<file path="src/rtl/seg_frame_capture.sv">
// seg_frame_capture
//   Passive monitor for a four-digit multiplexed seven-segment display.
//   It samples the active-low digit-select and segment pins and waits for
//   each pin pattern to settle. Each settled segment pattern is decoded
//   back to a hex nibble. When all four digits have been seen, it
//   rebuilds the 16-bit word the display driver was showing.
//
// Parameters
//   STABLE_CYCLES  cycles a synchronised pin value must hold before it is
//                  captured (1..255)
//
// Ports
//   clk         system clock, rising edge
//   clr         asynchronous active-high reset
//   pos_ctrl    [3:0] digit select, active-low (bit 3 = most significant digit)
//   num_ctrl    [7:0] segments, active-low, {dp,g,f,e,d,c,b,a}; dp is ignored
//   data_out    [15:0] last completely captured word
//   data_valid  one-cycle pulse when data_out is updated
//   seg_err     one-cycle pulse when an undecodable pattern is captured
//   pos_err     one-cycle pulse when a captured select has several bits low
module seg_frame_capture #(
    parameter int STABLE_CYCLES = 4
) (
    input  logic        clk,
    input  logic        clr,
    input  logic [3:0]  pos_ctrl,
    input  logic [7:0]  num_ctrl,
    output logic [15:0] data_out,
    output logic        data_valid,
    output logic        seg_err,
    output logic        pos_err
);

    localparam logic [7:0] STAB_TGT = 8'(STABLE_CYCLES);

    // Returns {known, nibble} for an active-low {g,f,e,d,c,b,a} pattern.
    function automatic logic [4:0] seg_decode(input logic [6:0] seg);
        case (seg)
            7'h40:   return {1'b1, 4'h0};
            7'h79:   return {1'b1, 4'h1};
            7'h24:   return {1'b1, 4'h2};
            7'h30:   return {1'b1, 4'h3};
            7'h19:   return {1'b1, 4'h4};
            7'h12:   return {1'b1, 4'h5};
            7'h02:   return {1'b1, 4'h6};
            7'h78:   return {1'b1, 4'h7};
            7'h00:   return {1'b1, 4'h8};
            7'h10:   return {1'b1, 4'h9};
            7'h08:   return {1'b1, 4'hA};
            7'h03:   return {1'b1, 4'hB};
            7'h46:   return {1'b1, 4'hC};
            7'h21:   return {1'b1, 4'hD};
            7'h06:   return {1'b1, 4'hE};
            7'h0E:   return {1'b1, 4'hF};
            default: return 5'b0_0000;
        endcase
    endfunction

    logic [11:0] meta_p0;
    logic [11:0] sync_p1;
    logic [11:0] prev_p2;
    logic [7:0]  stab_p2;
    logic [7:0]  stab_nxt;
    logic        changed;
    logic        capture;
    logic        vld_p3;
    logic [10:0] cap_p3;     // {pos_ctrl, segments} of the captured value
    logic [3:0]  seen;
    logic [15:0] digits;

    // ---- stage p0/p1: two-flop synchroniser, blank (all ones) at reset ----
    always_ff @(posedge clk or posedge clr) begin
        if (clr) begin
            meta_p0 <= '1;
            sync_p1 <= '1;
        end else begin
            meta_p0 <= {pos_ctrl, num_ctrl};
            sync_p1 <= meta_p0;
        end
    end

    // The dp bit takes part in the stability comparison even though its
    // value is discarded: any pin movement restarts the settle window.
    always_comb begin
        changed  = (sync_p1 != prev_p2);
        stab_nxt = changed ? 8'd1
                 : ((stab_p2 == 8'hFF) ? stab_p2 : stab_p2 + 8'd1);
        // A new stable period may reach the target on its first cycle
        // (STABLE_CYCLES = 1) while stab_p2 already equals the target.
        capture  = (stab_nxt == STAB_TGT) && (changed || (stab_p2 != STAB_TGT));
    end

    // ---- stage p2/p3: stability counter and capture register ----
    always_ff @(posedge clk or posedge clr) begin
        if (clr) begin
            prev_p2 <= '1;
            stab_p2 <= '0;
            vld_p3  <= 1'b0;
            cap_p3  <= '1;
        end else begin
            prev_p2 <= sync_p1;
            stab_p2 <= stab_nxt;
            vld_p3  <= capture;
            cap_p3  <= {sync_p1[11:8], sync_p1[6:0]};
        end
    end

    logic [3:0]  sel;
    logic        blank;
    logic        multi;
    logic [1:0]  idx;
    logic [4:0]  dec;
    logic [3:0]  seen_set;
    logic [15:0] frame_word;

    always_comb begin
        sel   = ~cap_p3[10:7];
        blank = (sel == 4'b0000);
        multi = ((sel & (sel - 4'd1)) != 4'b0000);
        case (sel)
            4'b0010: idx = 2'd1;
            4'b0100: idx = 2'd2;
            4'b1000: idx = 2'd3;
            default: idx = 2'd0;
        endcase
        dec        = seg_decode(cap_p3[6:0]);
        seen_set   = seen | (4'b0001 << idx);
        // Completed word includes the nibble captured this cycle.
        frame_word = digits;
        frame_word[{idx, 2'b00} +: 4] = dec[3:0];
    end

    // ---- stage p4: classification, frame assembly and output pulses ----
    always_ff @(posedge clk or posedge clr) begin
        if (clr) begin
            seen       <= '0;
            digits     <= '0;
            data_out   <= '0;
            data_valid <= 1'b0;
            seg_err    <= 1'b0;
            pos_err    <= 1'b0;
        end else begin
            data_valid <= 1'b0;
            seg_err    <= 1'b0;
            pos_err    <= 1'b0;
            if (vld_p3 && !blank) begin
                if (multi) begin
                    pos_err <= 1'b1;
                end else if (dec[4]) begin
                    digits <= frame_word;
                    if (seen_set == 4'b1111) begin
                        data_out   <= frame_word;
                        data_valid <= 1'b1;
                        seen       <= '0;
                    end else begin
                        seen <= seen_set;
                    end
                end else begin
                    // A garbled digit must be seen cleanly again before
                    // the frame can complete.
                    seg_err   <= 1'b1;
                    seen[idx] <= 1'b0;
                end
            end
        end
    end

endmodule

</file>
<file path="config.mk">
export PLATFORM = sky130hd
export DESIGN_NAME = seg_frame_capture
export DESIGN_NICKNAME = d
export VERILOG_FILES = /design/src/rtl/seg_frame_capture.sv
export SDC_FILE = /design/constraint.sdc
export NUM_CORES = 1
export LEC_CHECK = 0
export CAP_MARGIN = 20
export CORE_UTILIZATION = 35
export CTS_CLUSTER_SIZE = 30
export DETAILED_ROUTE_END_ITERATION = 8
export MAX_ROUTING_LAYER = met4
export PLACE_DENSITY = 0.51
export SKIP_LAST_GASP = 1
export SLEW_MARGIN = 10
export SYNTH_ARGS = -nofsm -noshare
export SYNTH_HDL_FRONTEND = slang
export SYNTH_SLANG_ARGS = --single-unit
</file>
<file path="constraint.sdc">
create_clock -name clk -period 3.8 [get_ports clk]
set_clock_uncertainty 0.15 [all_clocks]
set_input_delay 0.57 -clock clk [delete_from_list [all_inputs] [get_ports clk]]
set_output_delay 0.57 -clock clk [all_outputs]
set_load 0.005 [all_outputs]
</file>
# Yosys cells after proc, flatten, opt, wreduce, memory -nomap -nowiden
# Cells that the tools add are included.
dict set report word_totals {
  reg_bits 95
  out_inout_bits 19
  elab_cells 78
}
dict set report op_classes {
  addsub 3
  magnitude_cmp 2
  eq_ne 23
  n_shift 3
  mux 18
  bitwise_logic 6
  reduce_logical 11
}
# operator count
set op_table {}
lappend op_table {{$pmux W5 S16} 1}
lappend op_table {{$eq A7 B7 Y1 const B} 4}
lappend op_table {{$eq A7 B5 Y1 const B} 3}
lappend op_table {{$eq A7 B6 Y1 const B} 3}
lappend op_table {{$bwmux W16} 1}
lappend op_table {{$mux W8} 2}
lappend op_table {{$shift A4 B6 Y16 const A} 1}
lappend op_table {{$shiftx A4 B6 Y16} 1}
lappend op_table {{$eq A7 B2 Y1 const B} 2}
lappend op_table {{$eq A7 B4 Y1 const B} 2}
lappend op_table {{$ne A12 B12 Y1} 1}
lappend op_table {{$mux W1} 10}
lappend op_table {{$add A8 B1 Y8 const B} 1}
lappend op_table {{$and A4 B4 Y4} 2}
lappend op_table {{$eq A4 B4 Y1 const B} 2}
lappend op_table {{$eq A8 B3 Y1 const B} 1}
lappend op_table {{$eq A8 B8 Y1 const B} 1}
lappend op_table {{$mux W4} 2}
lappend op_table {{$ne A8 B3 Y1 const B} 1}
lappend op_table {{$not A4 Y4} 2}
lappend op_table {{$eq A7 B3 Y1 const B} 1}
lappend op_table {{$logic_not A7 Y1} 1}
lappend op_table {{$neg A4 Y6} 1}
lappend op_table {{$pmux W2 S3} 1}
lappend op_table {{other kinds (17)} 19}

# Logic depth before layout (Yosys ltp)
# Gate-level depths: netlist of run 1.
dict set report logic_depth {
  ltp_word 10
  mapped_depth 11
  ltp_nobuf 9
}

# Least setup slack after synthesis of run 1
# No wires, ideal clock.
dict set report synth_path {
  path_type {register to register}
  from {reg cap_p3[8]}
  to {reg data_out[10]}
  setup_ns 0.125
  arrival_ns 2.423
  required_time_ns 3.525
  path_slack_ns 1.101
  path_stages_with_launch 12
  n_path_buf 2
  cell_sequence {dfstp_2 > buf_2 > xor2_1 > nand3_1 > inv_1 > ha_1 > o22ai_1 > nor2_1 > nand2_1 > nor2_4 > buf_8 > mux2_4}
}
dict set report synth_via {
  elab_chain_len 7
  word_cells_on_any_way 20
  classes_between {2 x add/sub; 4 x eq/ne; 3 x shift; 2 x mux; 4 x bitwise; 5 x reduce/logical}
}
# element line
set synth_lines {}
lappend synth_lines {{from (decl)} 67} ;# logic [10:0] cap_p3;
lappend synth_lines {{from (signal assigned)} 104} ;# cap_p3 <= {sync_p1[11:8], sync_p1[6:0]};
lappend synth_lines {{$not A4 Y4 (*)} 117} ;# sel = ~cap_p3[10:7];
lappend synth_lines {{branches (longest 6 deep; another with $neg A4 Y6)} --}
lappend synth_lines {{to (signal assigned)} 152} ;# data_out <= frame_word;
lappend synth_lines {{to (decl)} 28} ;# output logic [15:0] data_out,
# Every way passes the cells marked *.
# A chain may end at the register's enable or synchronous reset.

# Worst setup path in the final report of run 1
dict set report layout_path {
  from {reg cap_p3[10]}
  to {reg data_out[1]}
}
# Same word-level chain as after synthesis.

==> results of run 1 <==
kinds of logic (layout without fill, tap and decap cells):
logic type,count (synthesis),in the layout,synth area share
and+or+nand+nor,101,101,0.161
xor gates and xnor gates,19,19,0.0427
AOI/OAI and AO/OA,72,72,0.129
DFF,84,84,0.551
buffers and inverters,34,71,0.0427
adders and majority gates,9,9,0.0289
muxes,14,14,0.0449
stage by stage:
step | std cells | hold slack, ns
3_3_place_gp | 494 | 0.196
5_1_grt | 510 | 0.211
3_5_place_dp | 494 | 0.197
4_1_cts | 510 | 0.203
2_1_floorplan | 333 | 0.195
6_report | 510 | 0.205
how the worst min path moves through the flow:
stage	cells after the start	end
6_report	0	sync_p1[1]$_DFF_PP1_
2_1_floorplan	0	sync_p1[0]$_DFF_PP1_
5_1_grt	0	sync_p1[2]$_DFF_PP1_
3_3_place_gp	0	sync_p1[1]$_DFF_PP1_
3_5_place_dp	0	sync_p1[1]$_DFF_PP1_
4_1_cts	0	sync_p1[1]$_DFF_PP1_
critical path: stages (launching register included):
cell	delay, ns
dfstp_2	0.61
xor2_1	0.16
nand3_1	0.23
inv_1	0.29
ha_1	0.24
o22ai_1	0.09
nor2_1	0.11
nand2_1	0.18
nor2_4	0.50
mux2_2	0.40
final cells by class:
type / instances / area (um^2) / area share
clock inverter: 2 / 15.0 / 0.00331
timing repair buffer: 36 / 350 / 0.0773
tap: 140 / 175 / 0.0387
clock buffer: 14 / 184 / 0.0406
inverter: 19 / 72.6 / 0.0160
sequential: 84 / 2150 / 0.474
multi-input combinational: 215 / 1590 / 0.350
cells in the mapped netlist (2+ instances only):
cell type,instances,share of area
and3_1,8,0.013
buf_2,7,0.0090
ha_1,9,0.029
xor2_1,15,0.034
a21oi_1,11,0.014
nand2_1,13,0.013
nand2b_1,3,0.0048
a22o_1,3,0.0067
mux2_2,8,0.023
nand3_1,11,0.014
o21ai_0,9,0.012
and4b_1,2,0.0051
xnor2_1,4,0.0090
a211oi_1,6,0.012
o31ai_1,3,0.0058
o2bb2ai_1,12,0.027
clkbuf_1,3,0.0029
nor3b_1,5,0.0096
nor2_1,15,0.014
nor3_1,8,0.010
nand4_1,2,0.0032
a21oi_2,2,0.0045
nor4_1,7,0.011
dfrtp_1,48,0.31
mux2_4,5,0.019
o22ai_1,14,0.022
buf_4,3,0.0058
inv_1,19,0.018
dfstp_2,36,0.24
nand3b_1,4,0.0077
nor2b_1,5,0.0080
registers in the layout (all words and copies together), names as in the netlist:
name / flops
seg_err: 1
vld_p3: 1
meta_p0: 12
seen: 4
prev_p2: 1
sync_p1: 12
data_out: 16
cap_p3: 11
data_valid: 1
pos_err: 1
stab_p2: 8
digits: 16
power by group through the flow:
| stage | logic, mW | registers, mW | clock network, mW |
|---|---|---|---|
| after floorplan | 0.0797 | 0.953 | 0 |
| after global placement | 0.0953 | 0.970 | 0 |
| after detailed placement | 0.0960 | 0.970 | 0 |
| after CTS | 0.0960 | 0.954 | 0.660 |
| after global routing | 0.107 | 0.959 | 0.697 |
| final | 0.0940 | 0.954 | 0.629 |
metal layers:
metal | vias up | part of all wire
li1 | 1269 | -
met1 | 1226 | 0.47
met2 | 49 | 0.48
met3 | 9 | 0.036
met4 | 0 | 0.012
met5 | - | 0
==> results.ini, run 1 <==
[outcome]
outcome = complete, but fails checks
violations = DRC

[clock_network]
clk_latency_ns = 0.36
hold_buffers = 0
cts_made_buffers = 9
clk_path_buf_depth = 2
cts_root_buf = clkbuf_8
tritoncts_num_sinks = 84
cts_tree = yes
path_clk_slew_ns = 0.08
cts.repair.resized = 0
htree_num_levels = 3
postCtsSetupBuffers = 0

[routing]
routed_wl_mm = 7.51
route.detailed.drc = 1
vias = 2553
drtPass1Iterations = 7
antenna_left = 0
drt-vias-per-instance = 5.01
drt_iter0_markers = 87
wl_per_cell_um = 14.7

[place]
hpwlAfterDp_mm = 5.23
pre_cts_ws_ns = 0.741
io_buffers = 32
gp_congestion = 0.778
postPlaceCellArea_um2 = 4330

[critical_path]
cp.arrival_ns = 3.17
crit_required_ns = 3.90
end_kind = flop
critPathKind = flop to flop
r2r-start = cap_p3[10]$_DFF_PP1_
cp-endpoint = data_out[1]$_DFFE_PP0P_
r2r_slack_ns = 0.73
cp-startpoint = cap_p3[10]$_DFF_PP1_
r2r-end = data_out[1]$_DFFE_PP0P_
critPathLaunchType = flop
rr_worst_depth = 9
path_max_fanout = 18

[global_routing]
grtUsageTotal = 0.151
met2_usage = 0.231
grt_pass1_wl_mm = 12.8
met3_usage = 0.0430
grt_pass1_vias = 2528
grt_util_met1 = 0.190
grt_busiest_layer = met2
antenna_found_initial = 0
grt_overflow = 0
grt_max_degree = 37

[final_layout]
drive_gt1_frac = 0.216
nFillCells = 1044
layout_commonest_cell = dfrtp_1
diodes = 0
final_nets = 388
postLayoutCellArea_um2 = 4530
mostFrequentLayoutCells = 48 x dfrtp_1, 36 x dfstp_2, 32 x clkdlybuf4s50_1, 18 x inv_1
area_growth_pct = 16.2
final_core_util = 0.418

[power]
power.switching_mw = 0.392
ir_drop_uv = 229
p_int_mw = 1.29
power_density_nw_per_um2 = 370
p_sw_frac = 0.234
total_power_mw = 1.68
comb_power_share = 0.056
leakage_nw = 1.85
pwr-share-clk = 0.375
seq_power_share = 0.569

[timing]
timing.fmax_ghz = 0.326
maxSlewViolCount = 0
period_needed_ns = 3.07
setup_viol = 0
slew_headroom = 0.566
setup_tns_ns = 0
period_share = 0.808
finalHoldViolations = 0
fin_ws_ns = 0.731
tightestPinTransition_ns = 0.645
grt_setup_unrepaired = false

[floorplanning]
die_y_um = 108
ios = 33
core_area_um2 = 10800
die_area_um2 = 11600
num_rows = 38
die_x_um = 108
initial_utilization = 0.360

[yosys]
synthesis.nets = 356
ys_warn_count = 0
synth.cell_area_um2 = 3900
ys_types = 64
syn_inst = 333
ys_seq_area_frac = 0.551
synth-edff-count = 0
synth.ff_latch_count = 84
avgSynthCellArea_um2 = 11.7
async_flop_share = 1.00
ys.flop_type = dfrtp_1

[worst_hold_path]
hold_start = meta_p0[1]$_DFF_PP1_
hold_path_class = flop to flop

[job]
max-cap-violations = 0

Note: power is estimated with default switching activity, not from simulation.
==> run 2, diff against run 1 <==
Settings changed: PLACE_DENSITY 0.51 to 0.53.
Clock period 3.8 ns to 2.5 ns, I/O delays scaled along.
==> results.ini, run 2 (synthesis gave the netlist of run 1 again) <==
[timing]
timing.fmax_ghz = 0.423  ; was 0.326 GHz
maxSlewViolCount = 0  ; unchanged
setup_viol = 0  ; unchanged
finalHoldViolations = 0  ; unchanged
setup_tns_ns = 0  ; unchanged
grt_setup_unrepaired = false  ; unchanged
tightestPinTransition_ns = 0.518  ; was 0.645 ns
period_needed_ns = 2.36  ; was 3.07 ns
slew_headroom = 0.651  ; was 0.566
period_share = 0.945  ; was 0.808

[worst_hold_path]
hold_path_class = flop to flop  ; unchanged

[routing]
routed_wl_mm = 7.85  ; was 7.51 mm
vias = 2687  ; was 2553
drt_iter0_markers = 87  ; unchanged
antenna_left = 0  ; unchanged
drtPass1Iterations = 4  ; was 7
route.detailed.drc = 0  ; was 1
wl_per_cell_um = 14.5  ; was 14.7 um
drt-vias-per-instance = 4.96  ; was 5.01

[final_layout]
final_nets = 420  ; was 388
mostFrequentLayoutCells = 48 x dfrtp_1, 36 x dfstp_2, 32 x clkdlybuf4s50_1, 32 x buf_4, 16 x inv_1  ; was 48 x dfrtp_1, 36 x dfstp_2, 32 x clkdlybuf4s50_1, 18 x inv_1
drive_gt1_frac = 0.316  ; was 0.216
layout_commonest_cell = dfrtp_1  ; unchanged
largestRegisters = data_out x16, digits x16  ; unchanged
nFillCells = 1053  ; was 1044
diodes = 0  ; unchanged
area_growth_pct = 25.9  ; was 16.2%
final_core_util = 0.453  ; was 0.418

[place]
hpwlAfterDp_mm = 5.56  ; was 5.23 mm
io_buffers = 32  ; unchanged
gp_congestion = 0.856  ; was 0.778

[global_routing]
antenna_found_initial = 0  ; unchanged
grt_pass1_wl_mm = 13.1  ; was 12.8 mm
grt_overflow = 0  ; unchanged
grt_pass1_vias = 2618  ; was 2528
grtUsageTotal = 0.152  ; was 0.151
grt_max_degree = 36  ; was 37

[critical_path]
end_kind = flop  ; unchanged
critPathLaunchType = flop  ; unchanged
cp.arrival_ns = 2.46  ; was 3.17 ns
crit_required_ns = 2.60  ; was 3.90 ns
path_max_fanout = 11  ; was 18
critPathKind = flop to flop  ; unchanged

[clock_network]
hold_buffers = 0  ; unchanged
tritoncts_num_sinks = 84  ; unchanged
cts_made_buffers = 9  ; unchanged
path_clk_slew_ns = 0.08  ; about the same
cts_root_buf = clkbuf_8  ; unchanged
htree_num_levels = 3  ; unchanged
clk_path_buf_depth = 2  ; unchanged
clk_latency_ns = 0.35  ; was 0.36 ns
cts_tree = yes  ; unchanged

[floorplanning]
die_x_um = 108  ; unchanged
initial_utilization = 0.360  ; unchanged
num_rows = 38  ; unchanged
die_y_um = 108  ; unchanged
ios = 33  ; unchanged
die_area_um2 = 11600  ; unchanged
core_area_um2 = 10800  ; unchanged

[power]
total_power_mw = 2.62  ; was 1.68 mW
ir_drop_uv = 355  ; was 229 uV
leakage_nw = 2.03  ; was 1.85 nW
power_density_nw_per_um2 = 534  ; was 370 nW/um^2

[outcome]
outcome = complete, no violations  ; was complete, but fails checks

[job]
max-cap-violations = 0  ; unchanged

## run 2: routing by layer
metal,vias up,global-route usage,routed length (um)
li1,1329,-,-
met1,1309,0.192,3760
met2,40,0.239,3760
met3,9,0.0369,237
met4,0,0.0538,97
met5,-,-,0
## run 2: area by class of cell
| cell class | instances | area [um^2] | share of cell area |
|---|---|---|---|
| Clock inverter | 4 | 26.3 | 0.00535 |
| Clock buffer | 12 | 178 | 0.0362 |
| Timing Repair Buffer | 68 | 641 | 0.130 |
| Multi-Input combinational cell | 215 | 1670 | 0.339 |
| Tap cell | 140 | 175 | 0.0357 |
| Inverter | 19 | 77.6 | 0.0158 |
| Sequential cell | 84 | 2150 | 0.437 |
## run 2: what timing repair did
| action | 4_1_cts | 5_1_grt |
|---|---|---|
| gates resized for setup | 0 | 7 |
| setup buffers | 2 | 3 |
| cloned | 0 | 0 |
| endpoints found under the setup margin | 13 | 11 |
| pin swaps | 1 | 0 |
## run 2: final timing paths
| kind | from | to | slack, ns | cells after the start |
|---|---|---|---|---|
| worst max-delay path | cap_p3[5]$_DFF_PP1_ | digits[0]$_DFFE_PP0P_ | 0.14 | 9 |
| worst min-delay path | meta_p0[5]$_DFF_PP1_ | sync_p1[5]$_DFF_PP1_ | 0.20 | 0 |
| worst max register to register | cap_p3[5]$_DFF_PP1_ | digits[0]$_DFFE_PP0P_ | 0.14 | 9 |
| worst min register to register | meta_p0[5]$_DFF_PP1_ | sync_p1[5]$_DFF_PP1_ | 0.20 | 0 |
| max in group asynchronous | clr | cap_p3[7]$_DFF_PP1_ | 1.34 | 3 |
| min in group asynchronous | clr | seg_err$_DFF_PP0_ | 0.26 | 2 |
## run 2: stage by stage
step	worst slack, ns	instances	cell area [um^2]	hold slack, ns
floorplan	-0.0271	333	3970	0.195
global placement	-0.0427	521	4630	0.196
detailed placement	-0.106	521	4630	0.197
CTS	0.00996	539	4860	0.208
global route	0.00833	542	4910	0.213
finish	0.137	542	4910	0.203
## run 2: worst max-delay path: stages (launching register included)
cell and delay, ns:
dfstp_2 0.53, buf_4 0.17, nand4bb_1 0.17, or2_1 0.31, nand3_2 0.13, nor4_4 0.07, buf_4 0.16, or2_0 0.21
buf_4 0.15, a32o_1 0.20
## run 2: report_power, final
group	total [mW]	switching, mW	internal (mW)
sequential	1.44	0.0277	1.41
combinational	0.207	0.110	0.0976
clock	0.976	0.492	0.484
